`config.mk`:
```
export PLATFORM = sky130hd
export DESIGN_NAME = floor_call_register
export DESIGN_NICKNAME = d
export VERILOG_FILES = /design/src/rtl/elevator_pkg.sv /design/src/rtl/floor_call_register_btn_debounce.sv /design/src/rtl/floor_call_register.sv
export SDC_FILE = /design/constraint.sdc
export NUM_CORES = 1
export LEC_CHECK = 0
export ABC_AREA = 1
export BUFFER_PORTS_ARGS = -buffer_cell sky130_fd_sc_hd__clkbuf_2
export CAP_MARGIN = 20
export CELL_PAD_IN_SITES_DETAIL_PLACEMENT = 0
export CELL_PAD_IN_SITES_GLOBAL_PLACEMENT = 1
export CORE_ASPECT_RATIO = 1.5
export CORE_MARGIN = 2
export CORE_UTILIZATION = 43
export CTS_CLUSTER_DIAMETER = 150
export CTS_CLUSTER_SIZE = 30
export DETAILED_ROUTE_END_ITERATION = 10
export GPL_TIMING_DRIVEN = 0
export MAX_ROUTING_LAYER = met4
export PLACE_DENSITY_LB_ADDON = 0.1
export SKIP_LAST_GASP = 1
export SLEW_MARGIN = 20
export SYNTH_ARGS = -nofsm -noshare
export SYNTH_HDL_FRONTEND = slang
export SYNTH_HIERARCHICAL = 1
export SYNTH_SLANG_ARGS = --single-unit
```
`constraint.sdc`:
```
create_clock -name clk -period 2.5 [get_ports clk]
set_input_delay 0.25 -clock clk [delete_from_list [all_inputs] [get_ports clk]]
set_output_delay 0.25 -clock clk [all_outputs]
set_load 0.01 [all_outputs]
```
`src/rtl/elevator_pkg.sv`:
```
`default_nettype none
// ============================================================================
// Module  : elevator_pkg
// Brief   : Shared floor encoding, direction codes and call-register states.
// Revision: 1.0 - initial release
// ============================================================================
package elevator_pkg;

    localparam int NUM_FLOORS = 3;
    localparam int FLOOR_W    = 2;

    localparam logic DIR_UP   = 1'b1;
    localparam logic DIR_DOWN = 1'b0;

    localparam logic [1:0] ST_IDLE = 2'd0;
    localparam logic [1:0] ST_ARB  = 2'd1;
    localparam logic [1:0] ST_HOLD = 2'd2;

    localparam logic [NUM_FLOORS-1:0] FLOOR0_OH = 3'b001;
    localparam logic [NUM_FLOORS-1:0] FLOOR1_OH = 3'b010;
    localparam logic [NUM_FLOORS-1:0] FLOOR2_OH = 3'b100;

    // Out-of-range indices map to no floor at all.
    function automatic logic [NUM_FLOORS-1:0] floor_onehot(input logic [FLOOR_W-1:0] idx);
        case (idx)
            2'd0:    floor_onehot = FLOOR0_OH;
            2'd1:    floor_onehot = FLOOR1_OH;
            2'd2:    floor_onehot = FLOOR2_OH;
            default: floor_onehot = '0;
        endcase
    endfunction

endpackage
`default_nettype wire

```
`src/rtl/floor_call_register_btn_debounce.sv`:
```
`default_nettype none
// ============================================================================
// Module  : btn_debounce
// Brief   : 2-flop synchroniser, debounce counter and press pulse, one button.
// Revision: 1.0 - initial release
// ============================================================================
module btn_debounce #(
    parameter int DEBOUNCE_CYCLES = 4
) (
    input  logic clk,
    input  logic rst,
    input  logic btn_raw,
    output logic press
);

    localparam int CNT_W = $clog2(DEBOUNCE_CYCLES + 1);

    logic             r_sync1;
    logic             r_sync2;
    logic             r_level;
    logic             r_press;
    logic [CNT_W-1:0] r_cnt;

    always_ff @(posedge clk) begin
        if (!rst) begin
            r_sync1 <= 1'b0;
            r_sync2 <= 1'b0;
            r_level <= 1'b0;
            r_press <= 1'b0;
            r_cnt   <= '0;
        end else begin
            r_sync1 <= btn_raw;
            r_sync2 <= r_sync1;
            r_press <= 1'b0;
            // Any sample matching the accepted level restarts the run count.
            if (r_sync2 == r_level) begin
                r_cnt <= '0;
            end else if (r_cnt == CNT_W'(DEBOUNCE_CYCLES - 1)) begin
                r_cnt   <= '0;
                r_level <= r_sync2;
                r_press <= r_sync2;
            end else begin
                r_cnt <= r_cnt + 1'b1;
            end
        end
    end

    assign press = r_press;

endmodule
`default_nettype wire

```
`src/rtl/floor_call_register.sv`:
```
`default_nettype none
// ============================================================================
// Module  : floor_call_register
// Brief   : Debounces floor calls, latches pending calls and arbitrates one
//           held target floor. Optional HOLD watchdog: CALL_TIMEOUT_EN.
// Revision: 1.0 - initial release
// ============================================================================
module floor_call_register
    import elevator_pkg::*;
#(
    parameter int DEBOUNCE_CYCLES = 4,
    parameter int TIMEOUT_CYCLES  = 255
) (
    input  logic                  clk,
    input  logic                  rst,
    input  logic [NUM_FLOORS-1:0] btn_raw,
    input  logic [FLOOR_W-1:0]    current_floor,
    input  logic                  door_open,
    input  logic                  direction,
    output logic [NUM_FLOORS-1:0] floor_req,
    output logic [NUM_FLOORS-1:0] pending,
    output logic                  req_valid,
    output logic                  call_at_floor,
    output logic                  req_timeout
);

    logic [1:0]            r_state;
    logic [FLOOR_W-1:0]    r_target;
    logic [NUM_FLOORS-1:0] r_pending;
    logic                  r_call_at_floor;

    logic [NUM_FLOORS-1:0] w_press;
    logic [NUM_FLOORS-1:0] w_cf_oh;
    logic [NUM_FLOORS-1:0] w_door_clr;
    logic [NUM_FLOORS-1:0] w_drop;
    logic [NUM_FLOORS-1:0] w_tmo_clr;
    logic                  w_tmo_hit;

    logic                  w_up_found;
    logic                  w_dn_found;
    logic [FLOOR_W-1:0]    w_up_idx;
    logic [FLOOR_W-1:0]    w_dn_idx;
    logic                  w_pick_valid;
    logic [FLOOR_W-1:0]    w_pick;

    for (genvar gi = 0; gi < NUM_FLOORS; gi++) begin : g_btn
        btn_debounce #(
            .DEBOUNCE_CYCLES(DEBOUNCE_CYCLES)
        ) u_btn (
            .clk    (clk),
            .rst    (rst),
            .btn_raw(btn_raw[gi]),
            .press  (w_press[gi])
        );
    end

    assign w_cf_oh    = floor_onehot(current_floor);
    assign w_door_clr = door_open ? w_cf_oh : '0;
    // A door clear at the same floor outranks the drop report.
    assign w_drop     = (r_state == ST_IDLE) ? (w_press & w_cf_oh & ~w_door_clr) : '0;

    always_ff @(posedge clk) begin
        if (!rst) begin
            r_pending       <= '0;
            r_call_at_floor <= 1'b0;
        end else begin
            r_pending       <= (r_pending | (w_press & ~w_drop)) & ~w_door_clr & ~w_tmo_clr;
            r_call_at_floor <= |w_drop;
        end
    end

    // Nearest pending floor above and below the car.
    always_comb begin
        w_up_found = 1'b0;
        w_up_idx   = '0;
        w_dn_found = 1'b0;
        w_dn_idx   = '0;
        for (int i = NUM_FLOORS - 1; i >= 0; i--) begin
            if (r_pending[i] && (i > int'(current_floor))) begin
                w_up_found = 1'b1;
                w_up_idx   = FLOOR_W'(i);
            end
        end
        for (int i = 0; i < NUM_FLOORS; i++) begin
            if (r_pending[i] && (i < int'(current_floor))) begin
                w_dn_found = 1'b1;
                w_dn_idx   = FLOOR_W'(i);
            end
        end
    end

    always_comb begin
        w_pick_valid = 1'b1;
        w_pick       = '0;
        if ((direction == DIR_UP) && w_up_found) begin
            w_pick = w_up_idx;
        end else if ((direction == DIR_DOWN) && w_dn_found) begin
            w_pick = w_dn_idx;
        end else if (w_up_found) begin
            w_pick = w_up_idx;
        end else if (w_dn_found) begin
            w_pick = w_dn_idx;
        end else begin
            w_pick_valid = 1'b0;
        end
    end

    always_ff @(posedge clk) begin
        if (!rst) begin
            r_state  <= ST_IDLE;
            r_target <= '0;
        end else begin
            case (r_state)
                ST_IDLE: begin
                    if (|r_pending) r_state <= ST_ARB;
                end
                ST_ARB: begin
                    if (w_pick_valid) begin
                        r_target <= w_pick;
                        r_state  <= ST_HOLD;
                    end else begin
                        r_state  <= ST_IDLE;
                    end
                end
                ST_HOLD: begin
                    if ((door_open && (current_floor == r_target)) || w_tmo_hit)
                        r_state <= ST_IDLE;
                end
                default: r_state <= ST_IDLE;
            endcase
        end
    end

`ifdef CALL_TIMEOUT_EN
    localparam int TMR_W = $clog2(TIMEOUT_CYCLES + 1);

    logic [TMR_W-1:0] r_timer;
    logic             r_timeout;

    assign w_tmo_hit = (r_state == ST_HOLD) && (r_timer == TMR_W'(TIMEOUT_CYCLES - 1));
    assign w_tmo_clr = w_tmo_hit ? floor_onehot(r_target) : '0;

    always_ff @(posedge clk) begin
        if (!rst) begin
            r_timer   <= '0;
            r_timeout <= 1'b0;
        end else begin
            r_timer <= (r_state == ST_HOLD) ? r_timer + 1'b1 : '0;
            if (w_tmo_hit) r_timeout <= 1'b1;
        end
    end

    assign req_timeout = r_timeout;
`else
    assign w_tmo_hit   = 1'b0;
    assign w_tmo_clr   = '0;
    assign req_timeout = 1'b0;
`endif

    assign floor_req     = (r_state == ST_HOLD) ? floor_onehot(r_target) : '0;
    assign req_valid     = |floor_req;
    assign pending       = r_pending;
    assign call_at_floor = r_call_at_floor;

endmodule
`default_nettype wire

```
Word-level counts from Yosys, hierarchy flattened
Index checks and enable logic that the tools add are counted.
W data, S select, Z words.
{"block": "op_classes", "order_cmp": 5, "muxes": 26, "reduce_logical": 25, "add_sub_neg": 3, "bitwise_logic": 15, "eq_ne": 15}
{"cell": "$reduce_or A3 Y1", "count": 9}
{"cell": "$mux W2", "count": 10}
{"cell": "$pmux W3 S3", "count": 2}
{"cell": "$and A3 B3 Y3", "count": 4}
{"cell": "$mux W1", "count": 10}
{"cell": "$reduce_and A2 Y1", "count": 5}
{"cell": "$add A3 B1 Y3 const B", "count": 3}
{"cell": "$eq A3 B2 Y1 const B", "count": 3}
{"cell": "$mux W3", "count": 3}
{"cell": "$logic_and A1 B1 Y1", "count": 8}
{"cell": "$not A1 Y1", "count": 8}
{"cell": "$eq A2 B1 Y1 const B", "count": 3}
{"cell": "$eq A2 B2 Y1 const B", "count": 3}
{"cell": "$logic_not A2 Y1", "count": 3}
{"cell": "$not A3 Y3", "count": 2}
{"cell": "$pmux W2 S3", "count": 1}
{"cell": "$lt A1 B2 Y1 const A", "count": 2}
{"cell": "$eq A1 B1 Y1", "count": 3}
{"cell": "$or A3 B3 Y3", "count": 1}
{"cell": "$eq A2 B2 Y1", "count": 1}
{"cell": "$gt A1 B2 Y1 const A", "count": 1}
{"cell": "$gt A2 B2 Y1 const A", "count": 1}
{"cell": "$lt A2 B2 Y1 const A", "count": 1}
{"cell": "$ne A2 B1 Y1 const B", "count": 1}
{"cell": "$ne A2 B2 Y1 const B", "count": 1}
{"block": "word_totals", "reg_bits": 29, "output_inout_bits": 9, "in_bits": 9}

Longest topological paths before layout
{"block": "depth", "depth_word": 11, "mapped_depth": 10, "depth_no_buf": 9}

By module
The synthesis kept the hierarchy.
{"module": "btn_debounce", "cells_each": 29, "seq_area_each_um2": 140.1, "area_per_inst_um2": 255.2, "instances": 3}
{"module": "floor_call_register", "cells_each": 79, "seq_area_each_um2": 160.2, "area_per_inst_um2": 509.2, "instances": 1}

Worst setup path before layout
Ideal clock, no wire load.
{"block": "synth_path", "path_type": "reg-to-reg", "from": "register r_pending[1], in the netlist pending[1]", "to": "register r_target[0]", "path_stages_with_launch": 8, "required_time_ns": 2.387, "setup_slack_ns": 1.444, "path_buffers": 0, "arrival_time_ns": 0.943, "cell_sequence": "dfxtp_1 -> inv_1 -> nor2_4 -> nor2_2 -> nand2_1 -> nand2_2 -> nor2_1 -> nor2_1"}
{"block": "synth_via", "elab_chain_len": 8, "word_cells_on_any_way": 19, "cone_classes": "mux (14); reduce/logical (5)"}
{"element": "from (decl)", "line_no": "floor_call_register.sv:29", "source": "logic [NUM_FLOORS-1:0] r_pending;"}
{"element": "from (signal assigned)", "line_no": "floor_call_register.sv:67", "source": "r_pending <= (r_pending | (w_press & ~w_drop)) & ~w_door_clr & ~w_tmo_clr;"}
{"element": "$logic_and A1 B1 Y1", "line_no": "floor_call_register.sv:85", "source": "if (r_pending[i] && (i < int'(current_floor))) begin"}
{"element": "$mux W1 (2 in a row)", "line_no": "floor_call_register.sv:85"}
{"element": "$mux W1", "line_no": "floor_call_register.sv:101", "source": "end else if (w_dn_found) begin"}
{"element": "$mux W1", "line_no": "floor_call_register.sv:99", "source": "end else if (w_up_found) begin"}
{"element": "$mux W1", "line_no": "floor_call_register.sv:97", "source": "end else if ((direction == DIR_DOWN) && w_dn_found) begin"}
{"element": "$mux W1", "line_no": "floor_call_register.sv:95", "source": "if ((direction == DIR_UP) && w_up_found) begin"}
{"element": "$reduce_and A2 Y1 (no line)"}
{"element": "to (signal assigned)", "line_no": "floor_call_register.sv:119", "source": "r_target <= w_pick;"}
{"element": "to (decl)", "line_no": "floor_call_register.sv:28", "source": "logic [FLOOR_W-1:0] r_target;"}
Parallel ways exist; a longest one is shown, timed or not.
A chain may end at the register's enable or synchronous reset.

Worst setup path in the final report
{"block": "layout_path", "from": "register r_state[1]", "to": "output port floor_req[2]"}
{"block": "layout_via", "elab_chain_len": 2}
{"element": "from (decl)", "line_no": "floor_call_register.sv:27", "source": "logic [1:0] r_state;"}
{"element": "from (signal assigned)", "line_no": "floor_call_register.sv:110", "source": "r_state <= ST_IDLE;"}
{"element": "from (signal assigned)", "line_no": "floor_call_register.sv:115", "source": "if (|r_pending) r_state <= ST_ARB;"}
{"element": "from (signal assigned)", "line_no": "floor_call_register.sv:120", "source": "r_state <= ST_HOLD;"}
{"element": "$eq A2 B2 Y1", "line_no": "floor_call_register.sv:160", "source": "assign floor_req = (r_state == ST_HOLD) ? floor_onehot(r_target) : '0;"}
{"element": "$mux W3", "line_no": "floor_call_register.sv:160"}
{"element": "to (decl)", "line_no": "floor_call_register.sv:20", "source": "output logic [NUM_FLOORS-1:0] floor_req,"}
Every way passes these cells.

==> qor.yml <==
setup_path:
  worstPathCellList: "inv_1 -> nor2_1 -> inv_1 -> nor3_1 -> clkbuf_2"
  cp.required_ns: 2.25
  cp_slowest_cell: "dfxtp_1"
  critPathLaunchType: "flip-flop"
  r2r-start: "pending[2]"
  cp.arrival_ns: 1.22
  cp_max_fo: 3
  endpoint_kind: "output port"
  setup.worst_path.class: "flip-flop to output port"
  max_stage_delay_ns: 0.33
  crit_path_frequent_cell: "inv_1"
  crit_path_start: "r_state[1]"
clocking:
  clockRootBuffer: "clkbuf_8"
  cts_buffer_depth: 2
  cts.sinks: 29
  cts_tree: "built"
  clk_latency_ns: 0.27
  clk_pin_slew_ns: 0.05
  post_cts_buffers: 0
  hold_buffers: 0
  tritoncts.num_buffers: 5
  cts_resized: 0
  htree_levels: 2
cells_and_area:
  drive_above_1_share: 0.2128
  areaGrowthSynthToFinish_pct: 16.49
  layout.cells.non_filler: 227
  nets: 203
  insertedDiodeCount: 0
synth:
  syn_area_mm2: 0.001275
  yosysWarnings: 6
  synth_seq_area_share: 0.4553
  synth_fp_nets: 181
  synth_top_area_frac: 0.4553
  synthTopCellsByArea: "dfxtp_1, nand2_1, inv_1, nor2_1, ha_1"
  ys_seq_elements: 29
  yosysTopAreaCell: "dfxtp_1"
  synth_cell_types: 24
  syn_inst: 166
  syn_area_per_cell_um2: 7.681
routing:
  wire_per_inst_um: 10.53
  drt-initial-drc-count: 9
  wl_mm: 2.390
  first_pass_iters: 4
  vias: 1058
  drc: 0
  ant_nets: 0
  vias_per_cell: 4.661
pwr:
  seqPwrFrac: 0.531
  internal_power_mw: 0.7018
  pwr-share-clk: 0.420
  switchingPower_mw: 0.1859
  swShare: 0.2094
  p_comb_frac: 0.050
  powerDensity_mw_per_mm2: 597.7
  vdd_ir_drop_max_mv: 0.4174
  p_leak_nw: 0.7336
timing:
  finClkSkew_ns: 0.001331
  max_freq_ghz: 0.6802
  fin_crit_sh: 0.5881
  rsz0062_at_grt: "no"
  whs_ns: 0.1619
  finalMaxSlewViolations: 0
  setup_viol: 0
  hold_viol: 0
  setup-tns-final_ns: 0
  min_period_ns: 1.470
placed_design:
  dp_hpwl_mm: 1.892
  gp_congestion: 0.8058
  io_buffers: 15
  dp.cells: 220
global_route:
  grt_pass1_vias: 1088
  grt_use_total: 0.1756
  grt_max_degree: 17
  grt_overflow_total: 0
  antenna_found_initial: 0
  grt_pass1_wl_mm: 4.388
floorplanning:
  dieArea_mm2: 0.003426
  die_h_um: 70.69
  rows: 24
  die_w_um: 48.46
  start_util: 0.4423
  core_mm2: 0.002883
  io_pins: 18
worst_hold_path:
  min_from: "btn_raw[1]"
  min_path_type: "input port to flip-flop"
run_status:
  status: "complete, no violations"
flow_run:
  cap_violations: 0
[cells by family (layout without fill, tap and decap cells)]
| family | after synthesis | after routing | synth area share |
|---|---|---|---|
| compound gates | 12 | 12 | 0.05594 |
| fa+ha+maj | 6 | 6 | 0.05888 |
| buf+inv | 37 | 59 | 0.1217 |
| flops | 29 | 29 | 0.4554 |
| other cells | 1 | 1 | 0.002941 |
| simple gates | 81 | 81 | 0.3052 |
[cells in the final DEF (no fill, tap or decap), drive strengths merged]
master  Yosys  routed
nand2      34      34
inv        34      34
nor2       30      30
dfxtp      29      29
clkbuf      0      22
nand3      11      11
ha          6       6
nor3        5       5
a21oi       5       5
o21ai       3       3
buf         2       2
clkinv      1       1
a31o        1       1
nand4       1       1
a31oi       1       1
o211ai      1       1
a311oi      1       1
conb        1       1
[worst max-delay path, delay by kind of cell (launching register included)]
kind	cells	cell delay, ns
buffers and inverters	3	0.29
flip-flops	1	0.33
AND/OR/NAND/NOR	2	0.33
[final timing paths]
kind / endpoint / slack [ns] / depth (start not counted)
worst max-delay path: floor_req[2] / 1.03 / 5
worst max register to register: r_target[1] / 1.35 / 8
worst min-delay path: g_btn[1].u_btn/r_sync1 / 0.16 / 3
worst min register to register: g_btn[2].u_btn/r_sync2 / 0.41 / 2
[layout make-up]
cell class              instances  area [um2]
flip-flops and latches         29       580.6
well taps                      39       48.80
plain buffers                   2       18.77
repair buffers                 15       75.07
inverters                      35       136.4
clock buffers                   7       86.33
fillers                       283        1398
multi-input cells             100       539.3
[power groups by stage]
stage / sequential, mW / clock (mW) / combinational, mW
2_1_floorplan: 0.480 / 0 / 0.0287
3_3_place_gp: 0.481 / 0 / 0.0428
3_5_place_dp: 0.481 / 0 / 0.0447
4_1_cts: 0.471 / 0.392 / 0.0448
5_1_grt: 0.471 / 0.415 / 0.0507
6_report: 0.471 / 0.373 / 0.0440
[sequential cells by signal (all words and copies together), names as in the netlist]
register / count
r_state: 2
r_target: 2
g_btn.u_btn/r_level: 3
g_btn.u_btn/r_sync1: 3
g_btn.u_btn/r_sync2: 3
g_btn.u_btn/press: 3
pending: 3
call_at_floor: 1
g_btn.u_btn/r_cnt: 9
[Yosys cell counts]
| cell | number |
|---|---|
| nor2_4 | 4 |
| ha_1 | 6 |
| buf_4 | 1 |
| nand2_2 | 1 |
| a21oi_1 | 5 |
| nand3_2 | 4 |
| clkinv_4 | 1 |
| nand3_1 | 7 |
| a311oi_1 | 1 |
| inv_1 | 30 |
| inv_2 | 4 |
| conb_1 | 1 |
| o21ai_0 | 3 |
| o211ai_1 | 1 |
| a31o_2 | 1 |
| nor2_2 | 1 |
| nand2_4 | 1 |
| nand4_1 | 1 |
| nor2_1 | 25 |
| a31oi_1 | 1 |
| buf_6 | 1 |
| nand2_1 | 32 |
| dfxtp_1 | 29 |
| nor3_1 | 5 |
[metal layers]
layer,share of wire,global-route usage
met3,0.042,0.05485
met1,0.37,0.1453
met2,0.55,0.3194
met4,0.036,0.1333
met5,0,-
[per-stage QoR]
step | power, mW | util | area (um2) | setup slack (ns)
finish | 0.8877 | 0.5152 | 1485 | 1.030
global route | 0.9367 | 0.5152 | 1485 | 0.9258
CTS | 0.9078 | 0.5152 | 1485 | 0.9955
detailed placement | 0.5258 | 0.4852 | 1399 | 1.296
global placement | 0.5237 | 0.4852 | 1399 | 1.305
floorplan | 0.5092 | - | 1275 | 1.444
Note: power is estimated with default switching activity, not from simulation.
